### config.mk
export PLATFORM = sky130hd
export DESIGN_NAME = lock_controller
export DESIGN_NICKNAME = d
export VERILOG_FILES = /design/src/rtl/lock_controller.sv
export SDC_FILE = /design/constraint.sdc
export NUM_CORES = 1
export LEC_CHECK = 0
export ABC_AREA = 1
export CORE_MARGIN = 2
export CORE_UTILIZATION = 50
export DETAILED_ROUTE_END_ITERATION = 6
export PLACE_DENSITY_LB_ADDON = 0.15
export SLEW_MARGIN = 0
export SYNTH_ARGS = -nofsm -noshare
export SYNTH_HDL_FRONTEND = slang
export SYNTH_SLANG_ARGS = --single-unit
### constraint.sdc
create_clock -name clk -period 4.1 [get_ports clk]
set_clock_uncertainty 0.15 [all_clocks]
set_input_delay 0.41 -clock clk [delete_from_list [all_inputs] [get_ports clk]]
set_output_delay 0.41 -clock clk [all_outputs]
set_load 0.02 [all_outputs]
### src/rtl/lock_controller.sv
// Combination-lock entry controller: detects button presses, checks the entered
// digits against CODE, holds the pass/fail result, and locks out after repeated fails.
module lock_controller #(
  parameter logic [7:0] CODE           = 8'b11_10_01_00,
  parameter int         CODE_LEN       = 4,
  parameter int         HOLD_CYCLES    = 250000,
  parameter int         TIMEOUT_CYCLES = 25000000,
  parameter int         MAX_FAILS      = 3,
  parameter int         LOCKOUT_CYCLES = 50000000
) (
  input  logic       clk,
  input  logic       reset,
  input  logic [3:0] btn,
  output logic [1:0] status,
  output logic [3:0] count,
  output logic       unlock
);

  localparam int MAX_HT  = (HOLD_CYCLES > TIMEOUT_CYCLES) ? HOLD_CYCLES : TIMEOUT_CYCLES;
  localparam int MAX_CYC = (MAX_HT > LOCKOUT_CYCLES) ? MAX_HT : LOCKOUT_CYCLES;
  localparam int TW      = $clog2(MAX_CYC + 1);
  localparam int FW      = $clog2(MAX_FAILS + 1);

  // Encoding doubles as the status output.
  typedef enum logic [1:0] {ENTER = 2'b00, FAIL = 2'b01, SUCCESS = 2'b10, LOCKOUT = 2'b11} state_e;

  state_e          state_q, state_d;
  logic [3:0]      btn_q, btn_d;
  logic [3:0]      count_q, count_d;
  logic            mismatch_q, mismatch_d;
  logic [FW-1:0]   fail_cnt_q, fail_cnt_d;
  logic [TW-1:0]   timer_q, timer_d;
  logic            unlock_q, unlock_d;

  logic [3:0] rise;
  logic       press;
  logic [1:0] digit;
  logic [1:0] code_digit;
  logic       wrong;

  always_ff @(posedge clk) begin
    if (reset) begin
      state_q    <= ENTER;
      btn_q      <= 4'hF;
      count_q    <= '0;
      mismatch_q <= 1'b0;
      fail_cnt_q <= '0;
      timer_q    <= '0;
      unlock_q   <= 1'b0;
    end else begin
      state_q    <= state_d;
      btn_q      <= btn_d;
      count_q    <= count_d;
      mismatch_q <= mismatch_d;
      fail_cnt_q <= fail_cnt_d;
      timer_q    <= timer_d;
      unlock_q   <= unlock_d;
    end
  end

  always_comb begin
    rise  = btn & ~btn_q;
    press = |rise;
    digit = 2'd0;
    for (int k = 0; k < 4; k++)
      if (rise[k]) digit = 2'(k);
    code_digit = CODE[{count_q[1:0], 1'b0} +: 2];
    // Several buttons rising together count as one press of a wrong digit.
    wrong = !$onehot(rise) || (digit != code_digit);

    state_d    = state_q;
    btn_d      = btn;
    count_d    = count_q;
    mismatch_d = mismatch_q;
    fail_cnt_d = fail_cnt_q;
    timer_d    = timer_q + 1'b1;
    unlock_d   = 1'b0;

    case (state_q)
      ENTER: begin
        if (press) begin
          count_d    = count_q + 1'b1;
          mismatch_d = mismatch_q | wrong;
          timer_d    = '0;
          if (count_q == 4'(CODE_LEN - 1)) begin
            if (!mismatch_d) begin
              state_d    = SUCCESS;
              unlock_d   = 1'b1;
              fail_cnt_d = '0;
            end else begin
              state_d    = FAIL;
              fail_cnt_d = fail_cnt_q + 1'b1;
            end
          end
        end else if (count_q == '0) begin
          timer_d = '0;
        end else if (timer_q == TW'(TIMEOUT_CYCLES - 1)) begin
          count_d    = '0;
          mismatch_d = 1'b0;
          timer_d    = '0;
        end
      end
      SUCCESS, FAIL: begin
        if (timer_q == TW'(HOLD_CYCLES - 1)) begin
          timer_d    = '0;
          count_d    = '0;
          mismatch_d = 1'b0;
          state_d    = (state_q == FAIL && fail_cnt_q == FW'(MAX_FAILS)) ? LOCKOUT : ENTER;
        end
      end
      default: begin
        if (timer_q == TW'(LOCKOUT_CYCLES - 1)) begin
          timer_d    = '0;
          fail_cnt_d = '0;
          state_d    = ENTER;
        end
      end
    endcase
  end

  always_comb begin
    status = state_q;
    count  = count_q;
    unlock = unlock_q;
  end

endmodule
==> flow_summary_export.csv, run 1 <==
group,metric,value,unit
floorplanning,num_rows,26,
finish,nets,427,
critical_path,crit_path_frequent_cell,"nor2_1",
clock_network,htree_levels,2,
global_route,antenna_found_initial,0,
logic_synthesis,netlist.area_leader.share,31.3,%
logic_synthesis,synth.most_common_cell,"nand2_1",
critical_path,critical_path.cell_chain,"clkdlybuf4s50_1 > inv_1 > nor2_1 > fa_1 > ha_1 > ha_1 > nor3_1 > nand2_1 > nor2_1 > nand2_1 > nand2_1 > a21oi_1 > nor2_1 > nor2_1",
clock_network,cts.clk_slew.worst_paths,0.08,ns
logic_synthesis,syn-cell-area,0.00256,sq mm
critical_path,cp-start-kind,"input pin",
finish,drive_gt1_share,10.0,%
route,vias_per_cell,5.07,
timing,max_freq,361,MHz
route,drcViolationCount,0,
logic_synthesis,syn_area_per_cell,6.49,sq um
place,gp_congestion,0.876,
timing,postLayoutSetupSlackWorst,1.33,ns
route,drtIter0Drc,175,
logic_synthesis,syn-num-nets,412,
power,p_per_area,392,mW/mm^2
finish,seq_area,801,sq um
timing,maxSlewViolCount,0,
timing,post-route-period-util,67.5,%
finish,fillCellCount,517,
critical_path,cp_slowest_cell,"fa_1",
timing,finalSetupViolations,0,
floorplanning,initial_core_util,51.0,%
logic_synthesis,async_flop_share,0,%
finish,multi_input_area,0.00154,sq mm
logic_synthesis,synth_seq_cells,40,
logic_synthesis,yosys_warnings,0,
logic_synthesis,syn_inst,394,
route,via_count,2434,
place,dp_hpwl,4.38,mm
status,status,"completed",
route,wl_per_cell,12.1,um
finish,syn_to_final_growth,10.7,%
global_route,grt_pass1_wl,9.61,mm
clock_network,clkSinkCount,40,
logic_synthesis,synth_edf_count,0,
clock_network,postCtsSetupBuffers,0,
clock_network,cts_resized,0,
power,swShare,38.9,%
place,io_buffers,12,
logic_synthesis,ys_types,33,
timing,hold_violations,0,
finish,final_area,0.00283,sq mm
logic_synthesis,ys_top_cells_by_count,"nand2_1 (94), nor2_1 (71), inv_1 (46), nand3_1 (42), dfxtp_1 (40)",
clock_network,cts-root-buf,"clkbuf_8",
power,p_leak,1.20,nW
timing,slew_headroom,67.3,%
logic_synthesis,synth.area.top_cells,"dfxtp_1 (31%), nand2_1 (14%), nor2_1 (10%)",
place,placed_area,0.00274,sq mm
clock_network,cts_made_buffers,5,
global_route,grtUsageTotal,22.2,%
timing,layout_min_cycle_time,2.77,ns
global_route,grt_pass1_vias,2081,
power,ir_drop,0.237,mV
critical_path,crit_arrival,2.81,ns
global_route,overflow,0,
power,seqPwrFrac,40.1,%
route,antenna_left,0,
route,wirelength,5.83,mm
floorplanning,die-width,75.5,um
critical_path,worstPathMaxFanout,3,
logic_synthesis,yosys.area.top_type,"dfxtp_1",
timing,worst-slew-pin-transition,0.488,ns
logic_synthesis,synthFlopType,"dfxtp_1",
min_path,hold_path.class,"reg2reg",
timing,rsz0062_at_grt,"no",
power,switching_power,432,uW
place,place_ws,1.00,ns
clock_network,ctsHoldBuffers,0,
critical_path,critical-path-max-stage-delay,0.47,ns
floorplanning,die_h,75.5,um
floorplanning,ios,13,
logic_synthesis,yosysSeqAreaShare,31.3,%
clock_network,cts_tree,"built",
critical_path,crit_required,4.14,ns
route,first_pass_iters,4,
power,comb_power_share,34.4,%
critical_path,worst_setup_path_end_kind,"register",
power,clkPwrFrac,25.5,%
finish,n_antenna_cell,0,
finish,utilization,56.5,%
critical_path,critPathKind,"in2reg",
clock_network,clkLatencyLatePin,0.30,ns
floorplanning,core_area,0.00501,sq mm
timing,tns,0,ns
global_route,grt_max_degree,25,
clock_network,clockBufferDepth,2,
power,p_int,677,uW
floorplanning,die_area,0.00570,sq mm
job,max_cap_violations,0,
-- cell type report --
cell class / count / share of cell area [%]
sequential: 40 / 28.3
inverter: 49 / 6.54
timing repair buffer: 13 / 4.51
multi-input combinational: 300 / 54.3
clock buffer: 6 / 2.92
clock inverter: 2 / 0.354
tap: 70 / 3.09
-- critical path, delay by kind of cell --
family                     cells  cell delay, ns
adders and majority gates      3            0.93
and+or+nand+nor                8            0.90
buffers and inverters          2            0.51
AOI/OAI and AO/OA              1            0.07
-- logic make-up (layout without fill, tap and decap cells) --
family          count (synthesis)  count (layout)  share of synthesized area, %
fa+ha+maj                      12              12                          6.16
xor+xnor                        6               6                          2.05
simple gates                  256             256                          45.5
buf+inv                        54              70                          8.56
compound gates                 26              26                          6.41
flops                          40              40                          31.3
-- path summary, 6_finish.rpt --
path / from / endpoint / slack (ns) / cells past startpoint
max: btn[1] / status[0]$_SDFFE_PP0P_ / 1.33 / 14
min: fail_cnt_q[1]$_SDFFE_PP0P_ / fail_cnt_q[1]$_SDFFE_PP0P_ / 0.35 / 2
max reg2reg: btn_q[3]$_SDFF_PP1_ / status[0]$_SDFFE_PP0P_ / 1.57 / 14
min reg2reg: fail_cnt_q[1]$_SDFFE_PP0P_ / fail_cnt_q[1]$_SDFFE_PP0P_ / 0.35 / 2
-- state kept, by name (all words and copies together) (netlist names) --
name,flops
timer_q,26
btn_q,4
count,4
fail_cnt_q,2
status,2
mismatch_q,1
unlock,1
-- cells in the final DEF (no fill, tap or decap), types with 8 or more instances in the layout --
| master | synthesis | final |
|---|---|---|
| inv_1 | 46 | 46 |
| ha_1 | 11 | 11 |
| nand2_1 | 94 | 94 |
| nand3_1 | 42 | 42 |
| clkdlybuf4s50_1 | 0 | 12 |
| nand4_1 | 11 | 11 |
| dfxtp_1 | 40 | 40 |
| nor2_1 | 71 | 71 |
| o21ai_0 | 8 | 8 |
| nor2_2 | 12 | 12 |
| nor3_1 | 9 | 9 |
-- power groups by stage --
stage	combinational, mW	clock (mW)	sequential, mW
2_1_floorplan	0.296	0	0.463
3_3_place_gp	0.377	0	0.453
3_5_place_dp	0.382	0	0.454
4_1_cts	0.383	0.290	0.445
5_1_grt	0.437	0.306	0.450
6_report	0.382	0.283	0.445
-- layer usage --
layer	global-route usage, %	routed length, um
met1	33.0	3010
met2	32.5	2510
met3	4.89	245
met4	5.85	65
met5	0	0
-- through the flow --
| step | power, mW | hold slack [ns] | std cells |
|---|---|---|---|
| global route | 1.19 | 0.376 | 480 |
| CTS | 1.12 | 0.355 | 480 |
| floorplan | 0.759 | 0.303 | 394 |
| detailed placement | 0.836 | 0.344 | 472 |
| finish | 1.11 | 0.349 | 480 |
| global placement | 0.830 | 0.317 | 472 |
(Power assumes the default switching activity.)
==> run 2: changes to the inputs <==
==> constraint.sdc (replaced) <==
create_clock -name clk -period 2.4 [get_ports clk]
set_clock_uncertainty 0.15 [all_clocks]
set_input_delay 0.24 -clock clk [delete_from_list [all_inputs] [get_ports clk]]
set_output_delay 0.24 -clock clk [all_outputs]
set_load 0.02 [all_outputs]
==> flow_summary_export.csv, run 2 (same netlist as run 1, synthesis figures left out) <==
group,metric,value,unit
place,gp_congestion,0.881,
clock_network,cts-root-buf,"clkbuf_8",
timing,maxSlewViolCount,0,
timing,layout_min_cycle_time,2.37,ns
critical_path,crit_arrival,2.41,ns
timing,tns,0,ns
finish,top_register,"timer_q",
status,status,"completed",
place,dp_hpwl,4.44,mm
place,place_ws,-0.484,ns
timing,post-route-period-util,98.8,%
timing,rsz0062_at_grt,"yes",
clock_network,clockBufferDepth,2,
clock_network,clkSinkCount,40,
timing,hold_ws,0.0215,ns
power,p_per_area,682,mW/mm^2
global_route,antenna_found_initial,0,
critical_path,crit_required,2.44,ns
floorplanning,die_area,0.00570,sq mm
clock_network,htree_levels,2,
route,wirelength,5.92,mm
place,io_buffers,12,
finish,nets,434,
power,p_leak,1.25,nW
route,vias_per_cell,5.03,
route,first_pass_iters,4,
finish,largest_reg_flops,26,
min_path,hold_path.class,"in2reg",
finish,stdcell_count,487,
critical_path,critPathKind,"reg2reg",
clock_network,cts_made_buffers,5,
finish,fillCellCount,527,
floorplanning,initial_core_util,51.0,%
route,drcViolationCount,0,
floorplanning,die-width,75.5,um
clock_network,cts_tree,"built",
power,power.total,2.03,mW
global_route,grtUsageTotal,21.9,%
finish,most-common-layout-cells,"nand2_1 (91), nor2_1 (68), inv_1 (42), nand3_1 (41), dfxtp_1 (39)",
critical_path,worst_setup_path_end_kind,"register",
route,wl_per_cell,12.2,um
timing,slew_headroom,76.7,%
timing,worst-slew-pin-transition,0.348,ns
clock_network,cts.clk_slew.worst_paths,0.08,ns
route,via_count,2448,
finish,drive_gt1_share,15.6,%
floorplanning,die_h,75.5,um
timing,finalSetupViolations,0,
floorplanning,ios,13,
critical_path,cp-start-kind,"register",
timing,max_freq,422,MHz
route,drtIter0Drc,121,
power,ir_drop,0.367,mV
global_route,grt_max_degree,26,
global_route,overflow,0,
clock_network,clkLatencyLatePin,0.29,ns
job,max_cap_violations,0,
timing,postLayoutSetupSlackWorst,0.0286,ns
place,dp_cells,478,
floorplanning,num_rows,26,
global_route,grt_pass1_wl,9.45,mm
finish,syn_to_final_growth,16.4,%
global_route,grt_pass1_vias,2126,
finish,n_antenna_cell,0,
route,antenna_left,0,
critical_path,worstPathMaxFanout,3,
finish,layout_commonest_cell,"nand2_1",
floorplanning,core_area,0.00501,sq mm
timing,hold_violations,0,
==> run 2: worst max-delay path, stage by stage (launching register included) <==
cell	delay [ns]
dfxtp_2	0.33
inv_2	0.03
nand2_2	0.08
inv_2	0.04
fa_1	0.50
ha_2	0.20
ha_4	0.20
nor3_2	0.15
nand2_1	0.08
nor2_2	0.16
nand2_2	0.09
nand2_2	0.08
a21oi_2	0.05
nor2_1	0.09
nor2_1	0.04
==> run 2: final cells by class <==
cell class	count	area (sq um)	area share, %
clock buffer	6	82.6	2.77
clock inverter	2	15.0	0.504
inverter	49	185	6.22
multi-input combinational	300	1600	53.6
sequential	40	802	26.9
tap	70	87.6	2.94
timing repair buffer	20	209	7.02
==> run 2: through the flow <==
| step | instance area (sq um) | utilization [%] |
|---|---|---|
| after floorplan | 2560 | - |
| after global placement | 2810 | 56.1 |
| after detailed placement | 2810 | 56.1 |
| after CTS | 2930 | 58.5 |
| after global routing | 2980 | 59.4 |
| final | 2980 | 59.4 |
==> run 2: repair_timing <==
item | in CTS | in global routing
hold endpoints to repair | 0 | 0
resized for setup | 7 | 16
hold buffers | 0 | 0
setup endpoints to repair | 5 | 5
buffers inserted | 0 | 1
pin swaps | 7 | 11
==> run 2: routing by layer <==
| layer | part of all wire [%] | wire length, um | GRT usage [%] |
|---|---|---|---|
| met3 | 3.5 | 209 | 4.63 |
| met2 | 44 | 2630 | 34.2 |
| met1 | 51 | 3030 | 30.8 |
| met4 | 0.90 | 53 | 5.46 |
| met5 | 0 | 0 | 0 |
==> run 2: report_power, final <==
group / switching, mW / internal [mW]
Sequential: 0.0539 / 0.711
Combinational: 0.471 / 0.315
Clock: 0.247 / 0.233
==> run 2: worst paths after layout <==
path,start,to,slack (ns),cells after the start
worst min register to register,fail_cnt_q[1]$_SDFFE_PP0P_,fail_cnt_q[1]$_SDFFE_PP0P_,0.37,2
worst max-delay path,btn_q[3]$_SDFF_PP1_,status[0]$_SDFFE_PP0P_,0.03,14
worst max register to register,btn_q[3]$_SDFF_PP1_,status[0]$_SDFFE_PP0P_,0.03,14
worst min-delay path,btn[0],btn_q[0]$_SDFF_PP1_,0.02,3
